`src/rtl/ps2_key_event_fifo.sv`:
```
// ps2_key_event_fifo: PS/2 receiver, E0/F0 prefix decoder and key event FIFO
module ps2_key_event_fifo #(
  parameter int DEPTH = 8,
  parameter int TIMEOUT_CYCLES = 50000
) (
  input  logic                     clk,
  input  logic                     clrn,
  input  logic                     ps2_clk,
  input  logic                     ps2_data,
  input  logic                     rd_pop,
  output logic                     valid,
  output logic [7:0]               key_code,
  output logic                     key_down,
  output logic                     key_ext,
  output logic [$clog2(DEPTH):0]   count,
  output logic                     overflow,
  output logic                     frame_err
);
  localparam int AW = $clog2(DEPTH);
  localparam int CW = AW + 1;
  localparam int IW = $clog2(TIMEOUT_CYCLES + 1);
  typedef enum logic [1:0] {IDLE, EXT, BRK, EXT_BRK} state_t;
  logic [2:0] c_sync, d_sync;
  logic [3:0] bit_cnt;
  logic [9:0] sr;
  logic [IW-1:0] idle;
  logic [7:0] rx_byte;
  logic rx_valid;
  state_t state;
  logic [9:0] mem [DEPTH];
  logic [AW-1:0] wptr, rptr;
  logic fall, bit_in, frame_ok, is_e0, is_f0, in_ext, in_brk, emit, full, pop, push, drop;
  logic [9:0] ev, head;
  assign fall = c_sync[2:1] == 2'b10;
  assign bit_in = d_sync[2];
  // sr holds start in [0], data in [8:1], parity in [9]; bit_in is the stop bit
  assign frame_ok = !sr[0] && bit_in && (^sr[9:1]);
  always_ff @(posedge clk or negedge clrn) begin
    if (!clrn) begin
      c_sync <= '1;
      d_sync <= '1;
      bit_cnt <= '0;
      sr <= '0;
      idle <= '0;
      rx_byte <= '0;
      rx_valid <= 1'b0;
      frame_err <= 1'b0;
    end else begin
      c_sync <= {c_sync[1:0], ps2_clk};
      d_sync <= {d_sync[1:0], ps2_data};
      rx_valid <= 1'b0;
      frame_err <= 1'b0;
      if (fall) begin
        idle <= '0;
        if (bit_cnt == 4'd10) begin
          bit_cnt <= '0;
          rx_valid <= frame_ok;
          frame_err <= !frame_ok;
          if (frame_ok) rx_byte <= sr[8:1];
        end else begin
          bit_cnt <= bit_cnt + 4'd1;
          sr <= {bit_in, sr[9:1]};
        end
      end else begin
        if (idle != IW'(TIMEOUT_CYCLES)) idle <= idle + 1'b1;
        if (bit_cnt != 4'd0 && idle == IW'(TIMEOUT_CYCLES)) bit_cnt <= '0;
      end
    end
  end
  assign is_e0 = rx_byte == 8'hE0;
  assign is_f0 = rx_byte == 8'hF0;
  assign in_ext = state == EXT || state == EXT_BRK;
  assign in_brk = state == BRK || state == EXT_BRK;
  assign emit = rx_valid && !is_e0 && !is_f0;
  assign ev = {in_ext, !in_brk, rx_byte};
  always_ff @(posedge clk or negedge clrn) begin
    if (!clrn) state <= IDLE;
    else if (rx_valid) state <= is_e0 ? EXT : is_f0 ? (in_ext ? EXT_BRK : BRK) : IDLE;
  end
  assign valid = count != '0;
  assign full = count == CW'(DEPTH);
  assign pop = rd_pop && valid;
  // a pop in the same cycle frees the slot the push needs
  assign push = emit && (!full || pop);
  assign drop = emit && full && !pop;
  always_ff @(posedge clk) begin
    if (push) mem[wptr] <= ev;
  end
  always_ff @(posedge clk or negedge clrn) begin
    if (!clrn) begin
      wptr <= '0;
      rptr <= '0;
      count <= '0;
      overflow <= 1'b0;
    end else begin
      if (push) wptr <= wptr + 1'b1;
      if (pop) rptr <= rptr + 1'b1;
      count <= count + CW'(push) - CW'(pop);
      overflow <= drop ? 1'b1 : pop ? 1'b0 : overflow;
    end
  end
  assign head = mem[rptr];
  assign key_code = valid ? head[7:0] : 8'h00;
  assign key_down = valid && head[8];
  assign key_ext = valid && head[9];
endmodule

```
`config.mk`:
```
export PLATFORM = sky130hd
export DESIGN_NAME = ps2_key_event_fifo
export DESIGN_NICKNAME = d
export VERILOG_FILES = /design/src/rtl/ps2_key_event_fifo.sv
export SDC_FILE = /design/constraint.sdc
export NUM_CORES = 1
export LEC_CHECK = 0
export CORE_MARGIN = 8
export CORE_UTILIZATION = 45
export CTS_BUF_LIST = sky130_fd_sc_hd__clkbuf_8
export CTS_CLUSTER_SIZE = 25
export DETAILED_ROUTE_END_ITERATION = 7
export SYNTH_ARGS = -nofsm -noshare
export SYNTH_HDL_FRONTEND = slang
export SYNTH_SLANG_ARGS = --single-unit
```
`constraint.sdc`:
```
create_clock -name clk -period 2.9 [get_ports clk]
set_input_delay 0.87 -clock clk [delete_from_list [all_inputs] [get_ports clk]]
set_output_delay 0.87 -clock clk [all_outputs]
set_load 0.05 [all_outputs]
```
==> flow_summary.yaml <==
placed_design:
  dp_hpwl_um: 6412
  preCtsSetupSlack_ps: 171.6
  io_buffers: 21
  gp_congestion: 0.7446
  placed_cells: 572
routing:
  vias: 3037
  routedWlPerCell_um: 15.76
  vias_per_cell: 5.020
  top_layer: "met4"
  drc: 0
  first_pass_iters: 4
  routed_wirelength_um: 9532
  met3WireLength_um: 351
  wl_met2_um: 4653
  drt_iter0_markers: 156
  ant_nets: 0
  met1_length_um: 4329
timing:
  clock_skew_ps: 7.845
  finalCritPeriodShare_pct: 99.71
  hold_viol: 0
  rsz0062_at_grt: "true"
  max_slew_margin_pct: 56.46
  tightest_slew_ps: 653.1
  fin_crit_ps: 2892
  setup_violations: 0
  postLayoutSetupSlackWorst_ps: 8.451
  slew_violations: 0
  clock.fmax_ghz: 0.3458
clock_tree:
  path_clk_slew_ps: 70
  cts_hold_buf: 0
  cts_max_level: 4
  clk_path_buf_depth: 2
  cts.sinks: 139
  cts_tree: "built"
  cts_made_buffers: 17
  clk_latency_ps: 440
  cts_root_buf: "clkbuf_8"
logic_synthesis:
  synth.cell_area_um2: 5857
  synth_area_per_cell_um2: 15.62
  synth-seq-area-share_pct: 66.35
  async_flop_share_pct: 42.45
  synthFlopType: "edfxtp_1"
  syn-instance-count: 375
  ys_seq_elements: 139
  syn_nets: 393
  synth.distinct_cells: 47
  yosys_warnings: 0
  synth_edf_count: 80
worst_setup_path:
  crit_type: "reg -> out"
  critPathSlowestCell: "mux4_2"
  cpPeakStageDelay_ps: 510
  startpoint_type: "flip-flop"
  critPathArrivalTime_ps: 2020
  cp-end-kind: "output pin"
  crit_chain: "clkbuf_16 -> mux4_2 -> mux2i_1 -> nor2_1 -> buf_6"
  path_max_fanout: 5
  worstPathRequired_ps: 2030
grt:
  grt-ovfl-total: 0
  grt_pass1_wl_um: 16450
  grt_start_max_net_pins: 37
  grt_pass1_vias: 3214
  grt_usage_pct: 12.97
  antenna_found_initial: 0
outcome:
  status: "finished clean"
cells_and_area:
  area_delta_synth_final_pct: 15.83
  seq_area_um2: 3887
  fin_nets: 440
  antenna_cells: 0
  fillCellCount: 1057
  layout-drive-gt1-share_pct: 24.94
  final_cell_count_no_fill: 605
  multi_input_area_um2: 1872
pwr:
  leakagePower_uw: 0.002633
  ir_drop_mv: 0.3547
  powerDensity_nw_per_um2: 871.9
die:
  dieArea_um2: 16920
  coreArea_um2: 12670
  start_util_pct: 46.22
  die_w_um: 130.1
  die_y_um: 130.1
  num_io_pins: 22
  row_count: 41
worst_hold_path:
  hp-class: "reg -> reg"
run:
  max-cap-violations: 0
-- per-layer routing --
metal,track usage (%),vias to the layer above
li1,-,1467
met1,15.75,1516
met2,20.57,35
met3,4.039,19
met4,6.557,0
met5,0,-
-- flip-flops by register name, summed over array words and instances (netlist names) --
signal and flops:
rx_byte 8, count 4, c_sync 3, wptr 3, rptr 3, rx_valid 1
mem 80, idle 16, state 2, d_sync 3, overflow 1, bit_cnt 4
frame_err 1, sr 10
-- critical path: cells and delay by family, from the launching register on --
kind / cells / cell delay (ps)
buffers and inverters: 2 / 360
AND/OR/NAND/NOR: 1 / 70
multiplexers: 2 / 650
flip-flops: 1 / 490
-- synth_stat cells (all sizes together), types with 2 or more instances --
cell	number	share of area [%]
edfxtp	80	41
xnor2	16	2.4
xor2	8	1.2
nand2b	7	0.75
o21a	2	0.26
inv	17	1.1
clkbuf	6	0.38
nand2	12	0.77
a21oi	5	0.43
nor4	5	0.53
or3	2	0.21
nor3b	5	0.64
nor2b	3	0.32
nor3	5	0.43
ha	12	2.6
nor4b	2	0.41
mux4	20	7.7
nand3b	2	0.26
and3	3	0.32
nor2	38	2.4
nand4	5	0.53
buf	4	0.30
mux2	19	3.7
mux2i	13	2.4
dfstp	6	2.7
nand3	8	0.68
dfrtp	53	23
-- cell type report --
cell class | instances | area share (%)
clock buffer | 17 | 3.449
clock inverter | 13 | 1.568
inverter | 17 | 0.9406
multi-input combinational | 209 | 27.59
sequential | 139 | 57.30
tap | 172 | 3.172
timing repair buffer | 38 | 5.976
-- power breakdown --
part	switching [uW]	total (uW)	internal [uW]	leakage, uW
sequential	292	2600	2310	0.00150
clock	696	1350	653	0.000156
combinational	994	1960	970	0.000979
total	1980	5920	3930	0.00263
-- logic make-up (layout without fill, tap and decap cells) --
logic type / after synthesis / in the layout / synth area share, %
multiplexers: 52 / 52 / 13.78
AO/OA/AOI/OAI: 15 / 15 / 1.688
XOR/XNOR: 26 / 26 / 4.379
buffers and inverters: 27 / 85 / 1.773
adder cells (fa/ha/maj): 13 / 13 / 2.905
AND/OR/NAND/NOR: 103 / 103 / 9.122
flip-flops: 139 / 139 / 66.35
-- metrics by stage --
stage	total power, uW	setup TNS (ps)	utilization, %	cell area (um^2)	hold WS [ps]
floorplan	3979	-130.6	-	5857	345.2
global placement	4443	0	50.07	6345	345.4
detailed placement	4472	0	50.07	6345	347.2
CTS	5949	-1.086	53.31	6755	358.1
global route	6244	-691.7	53.54	6784	365.9
finish	5915	0	53.54	6784	356.4
-- what timing repair did --
item	4_1_cts	5_1_grt
endpoints found under the setup margin	10	10
buffers inserted	1	0
cloned	1	1
gates resized for setup	11	1
pin swaps	0	4
-- cell usage in the layout (no fill, tap or decap), types with 2 or more instances in the layout --
cell type,n
o21a_1,2
dfstp_2,6
clkbuf_8,17
mux2i_1,12
nor3_1,5
clkinvlp_4,6
xor2_1,8
nand3_1,8
buf_12,2
clkinv_2,3
buf_4,14
nand2b_1,7
xnor2_1,16
clkinv_1,2
nor2_1,38
clkdlybuf4s50_1,9
edfxtp_1,80
nor2b_1,3
nand2_1,12
a21oi_1,5
mux4_2,20
nand4_1,5
and3_1,3
ha_1,12
nor4_1,5
nor3b_1,4
buf_6,10
inv_1,17
nand3b_1,2
mux2_2,19
dfrtp_1,52
or3_1,2
-- path summary, 6_finish.rpt --
| path | start | endpoint | slack (ps) | cells past startpoint |
|---|---|---|---|---|
| worst max register to register | rx_byte[1] | count[2] | 510 | 9 |
| min in group asynchronous | clrn | idle[10] | 430 | 1 |
| worst min-delay path | d_sync[0] | d_sync[1] | 360 | 0 |
| worst min register to register | d_sync[0] | d_sync[1] | 360 | 0 |
| max in group asynchronous | clrn | c_sync[2] | 1810 | 2 |
| worst max-delay path | rptr[0] | key_code[1] | 8 | 5 |
No activity file was read; power rests on OpenSTA's default activity.
